--- src/rtl/alu_serial_seq_if.sv ---
// Issue-side handshake and result bus for the bit-serial ALU sequencer.
// The sub line exists only when ALU_SERIAL_SUB_EN is defined.
interface alu_serial_seq_if #(
    parameter int WIDTH = 16
);
    logic             start;
    logic [WIDTH-1:0] a;
    logic [WIDTH-1:0] b;
    logic [1:0]       op;
    logic             cin;
`ifdef ALU_SERIAL_SUB_EN
    logic             sub;
`endif
    logic             busy;
    logic             done;
    logic [WIDTH-1:0] result;
    logic             cout;
    logic             ovf;
    logic             zero;

    modport master (
`ifdef ALU_SERIAL_SUB_EN
        output sub,
`endif
        output start, a, b, op, cin,
        input  busy, done, result, cout, ovf, zero
    );

    modport slave (
`ifdef ALU_SERIAL_SUB_EN
        input  sub,
`endif
        input  start, a, b, op, cin,
        output busy, done, result, cout, ovf, zero
    );
endinterface

--- src/rtl/alu_serial_seq.sv ---
// Bit-serial ALU sequencer: drives one alu_1b slice LSB-first over WIDTH cycles.
// Define ALU_SERIAL_SUB_EN to enable the subtract input (a - b via inverted B, carry-in 1).
module alu_1b (
    input  logic       a_i,
    input  logic       b_i,
    input  logic       cin_i,
    input  logic       inv_a_i,
    input  logic       inv_b_i,
    input  logic [1:0] op_i,
    output logic       out_o,
    output logic       cout_o
);
    logic a_e, b_e;

    assign a_e = a_i ^ inv_a_i;
    assign b_e = b_i ^ inv_b_i;

    // NOTE: every output gets a default before the case so no latch is inferred.
    always_comb begin
        out_o  = 1'b0;
        cout_o = 1'b0;
        unique case (op_i)
            2'b00: begin
                out_o  = a_e ^ b_e ^ cin_i;
                cout_o = (a_e & b_e) | (cin_i & (a_e ^ b_e));
            end
            2'b01:   out_o = ~(a_e & b_e);
            2'b10:   out_o = a_e | b_e;
            default: out_o = a_e ^ b_e;
        endcase
    end
endmodule

module alu_serial_seq #(
    parameter int WIDTH = 16
) (
    input  logic           clk,
    input  logic           rst,
    alu_serial_seq_if.slave bus
);
    localparam int CW = (WIDTH > 2) ? $clog2(WIDTH) : 1;

    typedef enum logic [1:0] {IDLE, SHIFT, DONE} state_e;

    state_e           state_q, state_d;
    logic [CW-1:0]    cnt_q;
    logic [WIDTH-1:0] a_sr_q, b_sr_q, res_sr_q, result_q;
    logic [1:0]       op_q;
    logic             sub_q, carry_q, cout_q, ovf_q, zero_q;

    logic             accept, last_bit, sub_in;
    logic             slice_out, slice_cout;
    logic [WIDTH-1:0] res_next;

    // A new operation may be taken from IDLE or in the DONE cycle (back-to-back).
    assign accept   = bus.start && (state_q != SHIFT);
    assign last_bit = (state_q == SHIFT) && (cnt_q == CW'(WIDTH - 1));
    assign res_next = {slice_out, res_sr_q[WIDTH-1:1]};

`ifdef ALU_SERIAL_SUB_EN
    assign sub_in = bus.sub && (bus.op == 2'b00);
`else
    assign sub_in = 1'b0;
`endif

    alu_1b u_slice (
        .a_i     (a_sr_q[0]),
        .b_i     (b_sr_q[0]),
        .cin_i   (carry_q),
        .inv_a_i (1'b0),
        .inv_b_i (sub_q),
        .op_i    (op_q),
        .out_o   (slice_out),
        .cout_o  (slice_cout)
    );

    // NOTE: sequential state uses non-blocking assignments so every register sees pre-edge values.
    always_ff @(posedge clk or negedge rst) begin
        if (!rst) begin
            state_q <= IDLE;
        end else begin
            state_q <= state_d;
        end
    end

    always_comb begin
        state_d = state_q;
        unique case (state_q)
            IDLE:    if (bus.start) state_d = SHIFT;
            SHIFT:   if (last_bit) state_d = DONE;
            DONE:    state_d = bus.start ? SHIFT : IDLE;
            default: state_d = IDLE;
        endcase
    end

    always_comb begin
        bus.busy = (state_q == SHIFT);
        bus.done = (state_q == DONE);
    end

    always_ff @(posedge clk or negedge rst) begin
        if (!rst) begin
            cnt_q    <= '0;
            a_sr_q   <= '0;
            b_sr_q   <= '0;
            res_sr_q <= '0;
            result_q <= '0;
            op_q     <= 2'b00;
            sub_q    <= 1'b0;
            carry_q  <= 1'b0;
            cout_q   <= 1'b0;
            ovf_q    <= 1'b0;
            zero_q   <= 1'b0;
        end else if (accept) begin
            a_sr_q  <= bus.a;
            b_sr_q  <= bus.b;
            op_q    <= bus.op;
            sub_q   <= sub_in;
            carry_q <= sub_in ? 1'b1 : bus.cin;
            cnt_q   <= '0;
        end else if (state_q == SHIFT) begin
            a_sr_q   <= a_sr_q >> 1;
            b_sr_q   <= b_sr_q >> 1;
            res_sr_q <= res_next;
            carry_q  <= slice_cout;
            cnt_q    <= cnt_q + CW'(1);
            if (last_bit) begin
                // carry_q here is the carry into the MSB; ovf compares it with the carry out.
                result_q <= res_next;
                zero_q   <= (res_next == '0);
                cout_q   <= (op_q == 2'b00) && slice_cout;
                ovf_q    <= (op_q == 2'b00) && (carry_q ^ slice_cout);
            end
        end
    end

    assign bus.result = result_q;
    assign bus.cout   = cout_q;
    assign bus.ovf    = ovf_q;
    assign bus.zero   = zero_q;
endmodule

--- src/flat_wrapper.sv ---
// flat-port wrapper written by rule: the top's interface ports become plain ports
module alu_serial_seq_flat 
#(
    parameter int WIDTH = 16
)
  (clk, rst, bus_start, bus_a, bus_b, bus_op, bus_cin, bus_busy, bus_done, bus_result, bus_cout, bus_ovf, bus_zero);
  alu_serial_seq_if #(.WIDTH(WIDTH)) bus_i ();
  input  logic clk;
  input  logic rst;
  input wire logic [$bits(bus_i.start)-1:0] bus_start;
  input wire logic [$bits(bus_i.a)-1:0] bus_a;
  input wire logic [$bits(bus_i.b)-1:0] bus_b;
  input wire logic [$bits(bus_i.op)-1:0] bus_op;
  input wire logic [$bits(bus_i.cin)-1:0] bus_cin;
  output wire logic [$bits(bus_i.busy)-1:0] bus_busy;
  output wire logic [$bits(bus_i.done)-1:0] bus_done;
  output wire logic [$bits(bus_i.result)-1:0] bus_result;
  output wire logic [$bits(bus_i.cout)-1:0] bus_cout;
  output wire logic [$bits(bus_i.ovf)-1:0] bus_ovf;
  output wire logic [$bits(bus_i.zero)-1:0] bus_zero;
  assign bus_i.start = bus_start;
  assign bus_i.a = bus_a;
  assign bus_i.b = bus_b;
  assign bus_i.op = bus_op;
  assign bus_i.cin = bus_cin;
  assign bus_busy = bus_i.busy;
  assign bus_done = bus_i.done;
  assign bus_result = bus_i.result;
  assign bus_cout = bus_i.cout;
  assign bus_ovf = bus_i.ovf;
  assign bus_zero = bus_i.zero;
  alu_serial_seq #(.WIDTH(WIDTH)) u_core (.clk(clk), .rst(rst), .bus(bus_i));
endmodule
--- config.mk ---
export PLATFORM = sky130hd
export DESIGN_NAME = alu_serial_seq_flat
export DESIGN_NICKNAME = d
export VERILOG_FILES = /design/src/rtl/alu_serial_seq_if.sv /design/src/rtl/alu_serial_seq.sv /design/src/flat_wrapper.sv
export SDC_FILE = /design/constraint.sdc
export NUM_CORES = 1
export LEC_CHECK = 0
export ABC_AREA = 1
export BUFFER_PORTS_ARGS = -buffer_cell sky130_fd_sc_hd__buf_2
export CORE_UTILIZATION = 46
export DETAILED_ROUTE_END_ITERATION = 8
export PLACE_DENSITY = 0.68
export SETUP_SLACK_MARGIN = 0.4
export SYNTH_ARGS = -nofsm -noshare
export SYNTH_HDL_FRONTEND = slang
export SYNTH_HIERARCHICAL = 1
export SYNTH_SLANG_ARGS = --single-unit
--- constraint.sdc ---
create_clock -name clk -period 2.3 [get_ports clk]
set_clock_uncertainty 0.1 [all_clocks]
set_input_delay 0.46 -clock clk [delete_from_list [all_inputs] [get_ports clk]]
set_output_delay 0.46 -clock clk [all_outputs]
set_load 0.01 [all_outputs]
==> results of run 1 <==
==> area by class of cell <==
cell class,instances,area [sq um],share of cell area (%)
Sequential cell,75,1880,48.2
Multi-Input combinational cell,273,1230,31.6
Inverter,21,78.8,2.03
Clock buffer,12,165,4.25
Timing Repair Buffer,72,398,10.2
Tap cell,96,120,3.09
Clock inverter,4,23.8,0.611
==> path summary, 6_finish.rpt <==
kind	start	to	slack, ps	cells past startpoint
max in group asynchronous	rst	u_core/bus.cout	1430	2
worst max-delay path	u_core/a_sr_q[0]	u_core/bus.zero	370	11
min in group clk	bus_a[3]	u_core/a_sr_q[3]	220	3
worst min-delay path	rst	u_core/bus.result[12]	-9	1
worst max register to register	u_core/a_sr_q[0]	u_core/bus.zero	370	11
worst min register to register	u_core/bus.result[6]	u_core/bus.result[6]	370	2
==> worst max-delay path, delay by kind of cell, from the launching register on <==
kind | cells | cell delay (ps)
xor+xnor | 1 | 200
fa+ha+maj | 1 | 500
buf+inv | 2 | 110
flops | 1 | 390
simple gates | 7 | 570
==> metal layers <==
metal | up-vias | wire [um]
li1 | 1332 | -
met1 | 1224 | 3050
met2 | 62 | 2870
met3 | 11 | 302
met4 | 0 | 119
met5 | - | 0
==> power by group <==
part,switching (mW),total (mW),internal (mW)
registers,0.351,2.21,1.86
clock network,0.463,0.940,0.477
logic,1.07,1.81,0.743
total,1.88,4.96,3.08
==> stage by stage <==
stage / total power, mW / instances
finish: 4.96 / 553
global route: 5.40 / 553
CTS: 4.94 / 549
detailed placement: 3.90 / 529
global placement: 3.84 / 529
floorplan: 3.41 / 384
==> cells in the final DEF, fill, tap and decap left out, drive strengths merged <==
master / netlist / layout
inv: 21 / 21
nand2: 178 / 178
nor3: 1 / 1
o211ai: 1 / 1
nand3: 36 / 36
dfrtp: 75 / 75
nand4: 1 / 1
o22ai: 1 / 1
clkbuf: 3 / 12
fa: 1 / 1
xnor2: 1 / 1
ha: 3 / 3
xor2: 2 / 2
conb: 1 / 2
clkinv: 0 / 4
buf: 13 / 72
o21ai: 25 / 25
nor2: 20 / 21
==> cells by family after synthesis <==
kind of cell / after synthesis / share of synthesized area, %
xor gates and xnor gates: 3 / 0.811
other: 1 / 0.116
DFF: 75 / 57.9
AOI/OAI and AO/OA: 27 / 4.29
and+or+nand+nor: 236 / 30.1
adders and majority gates: 4 / 1.78
buffers and inverters: 37 / 5.02
==> registers in the layout, summed over array words and instances (netlist names) <==
| name | flops |
|---|---|
| u_core/bus.cout | 1 |
| u_core/res_sr_q | 15 |
| u_core/cnt_q | 4 |
| u_core/bus.zero | 1 |
| u_core/b_sr_q | 16 |
| u_core/bus.result | 16 |
| u_core/carry_q | 1 |
| u_core/op_q | 2 |
| u_core/a_sr_q | 16 |
| u_core/state_q | 2 |
| u_core/bus.ovf | 1 |
==> what timing repair did <==
| action | 4_1_cts | 5_1_grt |
|---|---|---|
| hold buffers | 0 | 0 |
| endpoints found under the setup margin | 3 | 5 |
| setup buffers | 3 | 4 |
| resized for setup | 2 | 2 |
| pin swaps | 4 | 3 |
| cloned | 1 | 0 |
==> results.sh, run 1 <==
export IMPL_hpwl_mm=4.15
export IMPL_synth_top_cell_area_share_pct=57.9
export IMPL_grt_pass1_wl_mm=11.2
export IMPL_cts_sinks=75
export IMPL_avgRoutedWirePerCell_um=11.5
export IMPL_antenna_cells=0
export IMPL_tns_ps=0
export IMPL_finalWeightedCongestion=0.757
export IMPL_ys_flop_type="dfrtp_1"
export IMPL_crit_path_start_kind="flip-flop"
export IMPL_io_pins=59
export IMPL_ctsHtreeMaxLevel=3
export IMPL_synth_cells=383
export IMPL_die_h_um=85.9
export IMPL_insertion_delay_ps=340
export IMPL_core_area_sq_um=6790
export IMPL_cts_tree="built"
export IMPL_place_area_sq_um=3620
export IMPL_die_area_sq_um=7380
export IMPL_vias=2629
export IMPL_ys_warn_count=6
export IMPL_ant_nets=0
export IMPL_layout_setup_ws_ps=368
export IMPL_syn_area_sq_um=3240
export IMPL_synth_most_common_cell="nand2_1"
export IMPL_crit_path_end_kind="flip-flop"
export IMPL_ys_types=24
export IMPL_place_ws_ps=291
export IMPL_grt_usage_pct=19.4
export IMPL_crit_required_ps=2470
export IMPL_drive_gt1_share_pct=22.3
export IMPL_use_met1_pct=24.6
export IMPL_syn_avg_cell_area_sq_um=8.46
export IMPL_final_hold_viol_count=13
export IMPL_leakage_nw=2.05
export IMPL_synthTopCellsByCount="177 x nand2_1, 75 x dfrtp_1, 36 x nand3_1"
export IMPL_async_flop_share_pct=100
export IMPL_die_x_um=85.9
export IMPL_yosysTopAreaCell="dfrtp_1"
export IMPL_worstSetupPathType="flip-flop to flip-flop"
export IMPL_max_freq_ghz=0.517
export IMPL_grt_pass1_vias=2565
export IMPL_violations="hold timing"
export IMPL_fillCellCount=663
export IMPL_clockBufferDepth=2
export IMPL_critical_path_max_stage_delay_ps=500
export IMPL_critPathMaxFanout=2
export IMPL_crit_slowest_cell="fa_1"
export IMPL_fin_crit_ps=1930
export IMPL_use_met3_pct=4.43
export IMPL_holdWs_ps=-8.93
export IMPL_p_per_area_nw_per_um2=1280
export IMPL_synth_edf_count=0
export IMPL_cpMostUsedCell="nand2_1"
export IMPL_drt_initial_drc_count=137
export IMPL_rows=30
export IMPL_clk_pin_slew_worst_paths_ps=80
export IMPL_setup_viol=0
export IMPL_final_cell_area_sq_um=3890
export IMPL_drv_slew=0
export IMPL_fin_util_pct=57.3
export IMPL_holdCritPathClass="primary input to asynchronous set/reset pin"
export IMPL_worstPathCellList="xor2_2, inv_2, fa_1, inv_1, nand2_1, nand4_1, nor2_2, nand2_1, nor2_1, nand3_1, nand2_1"
export IMPL_drt_pass1_iter_count=4
export IMPL_drc=0
export IMPL_timing_worst_slew_pin_value_ps=524
export IMPL_cts_root_buf="clkbuf_8"
export IMPL_synth_seq_cells=75
export IMPL_grtUsageMet2_pct=31.8
export IMPL_drt_total_wl_mm=6.34
export IMPL_slew_limit_headroom_pct=65.0
export IMPL_drv_cap=0
export IMPL_syn2layout_area_growth_pct=20.1
export IMPL_antenna_found_initial=0
export IMPL_vias_per_cell=4.75
export IMPL_overflow=0
export IMPL_synth_area_top_cells="dfrtp_1 58%, nand2_1 21%, nand3_1 5.6%"
export IMPL_grt_max_degree=42
export IMPL_cts_buffers=9
export IMPL_start_util_pct=47.7
export IMPL_vdd_ir_drop_max_mv=0.494
export IMPL_port_buffers=58
export IMPL_status="complete, but fails checks"
export IMPL_grt_setup_unrepaired="true"
export IMPL_top_usage_layer="met2"
export IMPL_ys_seq_area_share_pct=57.9
export IMPL_fin_crit_sh_pct=84.0
export IMPL_fin_nets=494
export IMPL_cp_arrival_ps=2110
Power figures use the tool's default switching activity.
==> run 2: changes to the inputs <==
- ABC_AREA: 1 -> 0
- clock period: 2.3 -> 1.9 ns (I/O delays scaled with it)
==> results.sh, run 2 <==
export IMPL_final_hold_viol_count=0
export IMPL_fin_nets=434
export IMPL_fin_crit_sh_pct=124
export IMPL_synth_cells=299
export IMPL_synthTopCellsByCount="80 x nand2_1, 75 x dfrtp_1, 36 x o21ai_0"
export IMPL_placedCellCount=452
export IMPL_ys_flop_type="dfrtp_1"
export IMPL_final_cell_mix="75 x dfrtp_1, 73 x nand2_1, 56 x buf_2"
export IMPL_ys_types=32
export IMPL_synth_most_common_cell="nand2_1"
export IMPL_cts_root_buf="clkbuf_8"
export IMPL_p_total_mw=6.93
export IMPL_ys_seq_area_share_pct=55.7
export IMPL_grt_setup_unrepaired="true"
export IMPL_port_buffers=58
export IMPL_fin_util_pct=64.7
export IMPL_crit_path_start_kind="flip-flop"
export IMPL_violations="setup timing"
export IMPL_die_h_um=87.6
export IMPL_antenna_cells=0
export IMPL_ys_warn_count=6
export IMPL_drt_total_wl_mm=7.34
export IMPL_cts_tree="built"
export IMPL_holdCritPathClass="primary input to flip-flop"
export IMPL_start_util_pct=48.5
export IMPL_p_per_area_nw_per_um2=1540
export IMPL_insertion_delay_ps=360
export IMPL_vias_per_cell=5.00
export IMPL_ctsHtreeMaxLevel=3
export IMPL_drive_gt1_share_pct=38.3
export IMPL_synth_edf_count=0
export IMPL_drt_pass1_iter_count=4
export IMPL_yosysTopAreaCell="dfrtp_1"
export IMPL_grt_max_degree=58
export IMPL_vias=2464
export IMPL_cp_arrival_ps=2520
export IMPL_finalWeightedCongestion=0.741
export IMPL_crit_start="u_core/b_sr_q[0]"
export IMPL_clk_pin_slew_worst_paths_ps=80
export IMPL_async_flop_share_pct=100
export IMPL_fin_crit_ps=2360
export IMPL_synth_compound_area_share_pct=6.09
export IMPL_layout_cells_non_filler=493
export IMPL_crit_path_end_kind="flip-flop"
export IMPL_vdd_ir_drop_max_mv=0.875
export IMPL_syn2layout_area_growth_pct=33.4
export IMPL_core_area_sq_um=6940
export IMPL_synth_xor_area_share_pct=1.04
export IMPL_rr_worst_depth=8
export IMPL_layout_commonest_cell="dfrtp_1"
export IMPL_grt_pass1_wl_mm=11.6
export IMPL_overflow=0
export IMPL_drv_slew=0
export IMPL_final_cell_area_sq_um=4490
export IMPL_max_freq_ghz=0.423
export IMPL_crit_required_ps=2050
export IMPL_syn_area_sq_um=3370
export IMPL_timing_rr_start="u_core/b_sr_q[0]"
export IMPL_drt_initial_drc_count=127
export IMPL_drv_cap=0
export IMPL_drc=0
export IMPL_setup_viol=5
export IMPL_r2r_end="u_core/bus.zero"
export IMPL_grt_pass1_vias=2358
export IMPL_slew_limit_headroom_pct=63.2
export IMPL_leakage_nw=2.26
export IMPL_cts_sinks=75
export IMPL_place_area_sq_um=3840
export IMPL_ant_nets=0
export IMPL_status="complete, but fails checks"
export IMPL_antenna_found_initial=0
export IMPL_rows=30
export IMPL_synthMuxAreaShare_pct=18.2
export IMPL_avgRoutedWirePerCell_um=14.9
export IMPL_synth_top_family_by_area="multiplexers"
export IMPL_critPathCapture="u_core/bus.zero"
export IMPL_worstSetupPathType="flip-flop to flip-flop"
export IMPL_die_x_um=87.6
export IMPL_syn_avg_cell_area_sq_um=11.3
export IMPL_tns_ps=-1150
export IMPL_synth_top_cell_area_share_pct=55.7
export IMPL_critPathMaxFanout=2
export IMPL_timing_worst_slew_pin_value_ps=552
export IMPL_clockBufferDepth=2
export IMPL_io_pins=59
export IMPL_layout_setup_ws_ps=-464
export IMPL_holdWs_ps=179
export IMPL_cts_buffers=9
export IMPL_fillCellCount=546
export IMPL_synth_area_top_cells="dfrtp_1 56%, mux2i_1 9.8%, nand2_1 8.9%"
export IMPL_synthAdderAreaFrac_pct=1.71
export IMPL_hpwl_mm=4.32
export IMPL_place_ws_ps=-618
export IMPL_die_area_sq_um=7670
export IMPL_reg2reg_slack_ps=-460
export IMPL_synth_seq_cells=75
export IMPL_yosys_area_share_simple_pct=12.9
export IMPL_grt_usage_pct=20.2
-- run 2: cell count changes in the layout (fill, tap and decap cells not counted), moves of 5 or more --
cell,previous run,this run
buf_12,0,9
buf_4,15,20
buf_6,0,5
inv_1,17,7
mux2_4,0,17
mux2i_1,0,33
nand2_1,176,73
nand3_1,36,1
nor2_1,14,3
o21ai_0,16,34
o21ai_1,9,1
-- run 2: worst min path at each step --
stage               from                 to  slack [ps]  cells after the start
6_report       bus_b[15]  u_core/b_sr_q[15]         180                      3
5_1_grt        bus_op[1]     u_core/op_q[1]         170                      2
4_1_cts        bus_b[15]  u_core/b_sr_q[15]         160                      3
3_5_place_dp         rst    u_core/bus.cout         320                      1
3_3_place_gp         rst     u_core/bus.ovf         320                      1
2_1_floorplan        rst   u_core/a_sr_q[0]         -20                      0
-- run 2: metal layers --
| metal | vias to the layer above | share of wire [%] | global-route usage [%] | wire length [um] |
|---|---|---|---|---|
| met2 | 63 | 48 | 31.5 | 3540 |
| met4 | 0 | 2.3 | 9.39 | 170 |
| met5 | - | 0 | 0 | 0 |
| met3 | 17 | 4.9 | 5.28 | 363 |
| li1 | 1198 | - | - | - |
| met1 | 1186 | 44 | 26.6 | 3270 |
-- run 2: repair_timing --
item	4_1_cts	5_1_grt
gates resized for setup	15	29
endpoints found under the setup margin	24	58
hold buffers	1	0
endpoints found under the hold margin	40	0
pin swaps	7	5
setup buffers	14	6
gates cloned	1	3
-- run 2: logic make-up after synthesis --
logic type | after synthesis
other | 1
buffers and inverters | 24
AO/OA/AOI/OAI | 39
adder cells (fa/ha/maj) | 4
AND/OR/NAND/NOR | 98
flip-flops | 75
XOR/XNOR | 4
multiplexers | 54
-- run 2: cell type report --
cell class | count | area, sq um | share of cell area [%]
Sequential cell | 75 | 1880 | 41.8
Multi-Input combinational cell | 201 | 1450 | 32.3
Timing Repair Buffer | 97 | 822 | 18.3
Clock buffer | 9 | 124 | 2.76
Tap cell | 96 | 120 | 2.67
Clock inverter | 7 | 60.1 | 1.34
Inverter | 8 | 37.5 | 0.836
-- run 2: critical path, stage by stage, from the launching register on --
cell	delay, ps
dfrtp_1	370
xor2_1	180
inv_1	90
fa_1	500
inv_1	40
mux4_2	490
nor4_2	180
nand4_1	110
o31ai_1	220
-- run 2: where the power goes --
group	internal, mW	switching [mW]	total (mW)	leakage, nW
logic	1.61	1.37	2.98	1.23
registers	2.27	0.531	2.80	0.948
clock network	0.494	0.656	1.15	0.0844
total	4.37	2.56	6.93	2.26
==> run 3: changes to the inputs <==
- SKIP_LAST_GASP: default -> 1
==> results.sh, run 3 (synthesized netlist as in run 2, its figures left out) <==
export IMPL_clockBufferDepth=2
export IMPL_cpMostUsedCell="inv_1"
export IMPL_rr_worst_depth=8
export IMPL_vias=2492
export IMPL_crit_path_start_kind="flip-flop"
export IMPL_core_area_sq_um=6940
export IMPL_status="complete, but fails checks"
export IMPL_worstPathCellList="xor2_1, inv_1, fa_1, inv_1, mux4_2, nor4_2, nand4_1, o31ai_1"
export IMPL_leakage_nw=2.25
export IMPL_port_buffers=58
export IMPL_overflow=0
export IMPL_fillCellCount=542
export IMPL_holdCritPathClass="primary input to flip-flop"
export IMPL_syn2layout_area_growth_pct=32.5
export IMPL_clk_pin_slew_worst_paths_ps=90
export IMPL_setup_viol=5
export IMPL_worstSetupPathType="flip-flop to flip-flop"
export IMPL_ant_nets=0
export IMPL_timing_worst_slew_pin_value_ps=563
export IMPL_drt_total_wl_mm=7.29
export IMPL_vias_per_cell=5.04
export IMPL_reg2reg_slack_ps=-410
export IMPL_cts_root_buf="clkbuf_8"
export IMPL_cts_buffers=9
export IMPL_tns_ps=-1040
export IMPL_vdd_ir_drop_max_mv=0.870
export IMPL_grt_usage_pct=19.8
export IMPL_drt_pass1_iter_count=4
export IMPL_avgRoutedWirePerCell_um=14.8
export IMPL_final_hold_viol_count=0
export IMPL_final_cell_area_sq_um=4460
export IMPL_start_util_pct=48.5
export IMPL_hold_depth=3
export IMPL_cts_tree="built"
export IMPL_grt_pass1_wl_mm=11.4
export IMPL_fin_crit_sh_pct=122
export IMPL_critPathMaxFanout=2
export IMPL_holdPathEnd="u_core/b_sr_q[15]"
export IMPL_layout_commonest_cell="nand2_1"
export IMPL_drt_initial_drc_count=141
export IMPL_hpwl_mm=4.32
export IMPL_place_area_sq_um=3840
export IMPL_ctsHtreeMaxLevel=3
export IMPL_cts_sinks=75
export IMPL_die_h_um=87.6
export IMPL_critical_path_max_stage_delay_ps=500
export IMPL_fin_nets=435
export IMPL_p_per_area_nw_per_um2=1530
export IMPL_rows=30
export IMPL_drv_slew=0
export IMPL_die_x_um=87.6
export IMPL_antenna_found_initial=0
export IMPL_insertion_delay_ps=350
export IMPL_fin_util_pct=64.3
export IMPL_crit_required_ps=2050
export IMPL_worstHoldStart="bus_b[15]"
export IMPL_crit_family="adder cells"
export IMPL_layout_setup_ws_ps=-410
export IMPL_drv_cap=0
export IMPL_critPathBufInv=2
export IMPL_grt_pass1_vias=2359
export IMPL_grt_setup_unrepaired="true"
export IMPL_r2r_end="u_core/bus.zero"
export IMPL_timing_rr_start="u_core/b_sr_q[0]"
export IMPL_drive_gt1_share_pct=36.7
export IMPL_slew_limit_headroom_pct=62.5
export IMPL_crit_path_end_kind="flip-flop"
export IMPL_cp_num_cells=8
export IMPL_io_pins=59
export IMPL_crit_slowest_cell="fa_1"
export IMPL_die_area_sq_um=7670
export IMPL_antenna_cells=0
export IMPL_holdWs_ps=185
export IMPL_fin_crit_ps=2310
export IMPL_grt_max_degree=58
export IMPL_max_freq_ghz=0.433
export IMPL_final_cell_mix="79 x nand2_1, 75 x dfrtp_1, 56 x buf_2"
export IMPL_violations="setup timing"
export IMPL_finalWeightedCongestion=0.741
export IMPL_drc=0
export IMPL_cp_arrival_ps=2460
-- run 3: per-layer routing --
metal / GRT usage [%] / vias up / routed length [um]
li1: - / 1199 / -
met1: 26.0 / 1196 / 3220
met2: 30.9 / 81 / 3490
met3: 5.66 / 16 / 395
met4: 8.64 / 0 / 179
met5: 0 / - / 0
-- run 3: worst max path at each step --
| stage | slack, ps | endpoint | from |
|---|---|---|---|
| 6_report | -410 | u_core/bus.zero | u_core/b_sr_q[0] |
| 5_1_grt | -550 | u_core/bus.zero | u_core/b_sr_q[0] |
| 4_1_cts | -430 | u_core/bus.zero | u_core/b_sr_q[0] |
| 3_5_place_dp | -620 | u_core/bus.zero | u_core/b_sr_q[0] |
| 3_3_place_gp | -530 | u_core/bus.zero | u_core/b_sr_q[0] |
| 2_1_floorplan | -190 | u_core/bus.zero | u_core/carry_q |
-- run 3: per-stage QoR --
stage	instances	power, mW	setup WS, ps
final	494	6.85	-410
after global routing	494	7.37	-550
after CTS	484	6.35	-434
after detailed placement	452	4.95	-618
after global placement	452	4.83	-525
after floorplan	300	4.22	-185
-- run 3: where the power goes --
| group | switching (mW) | internal [mW] |
|---|---|---|
| registers | 0.517 | 2.27 |
| clock network | 0.658 | 0.494 |
| logic | 1.34 | 1.57 |
-- run 3: area by class of cell --
| class | instances | area, sq um | area share, % |
|---|---|---|---|
| timing repair buffer | 98 | 812 | 18.2 |
| tap | 96 | 120 | 2.69 |
| multi-input combinational | 201 | 1430 | 32.1 |
| clock buffer | 9 | 124 | 2.78 |
| clock inverter | 7 | 60.1 | 1.35 |
| inverter | 8 | 37.5 | 0.841 |
| sequential | 75 | 1880 | 42.1 |
-- run 3: worst reg2reg max path, cell delays in order (launching register included) --
cell,delay (ps)
dfrtp_1,370
xor2_1,180
inv_1,100
fa_1,500
inv_1,40
mux4_2,470
nor4_2,160
nand4_1,110
o31ai_1,220
-- run 3: timing repair --
item / CTS / global route
endpoints found under the hold margin: 40 / 0
pin swaps: 7 / 5
resized for setup: 9 / 27
cloned: 1 / 3
setup buffers: 14 / 7
hold buffers: 1 / 0
setup endpoints to repair: 24 / 55
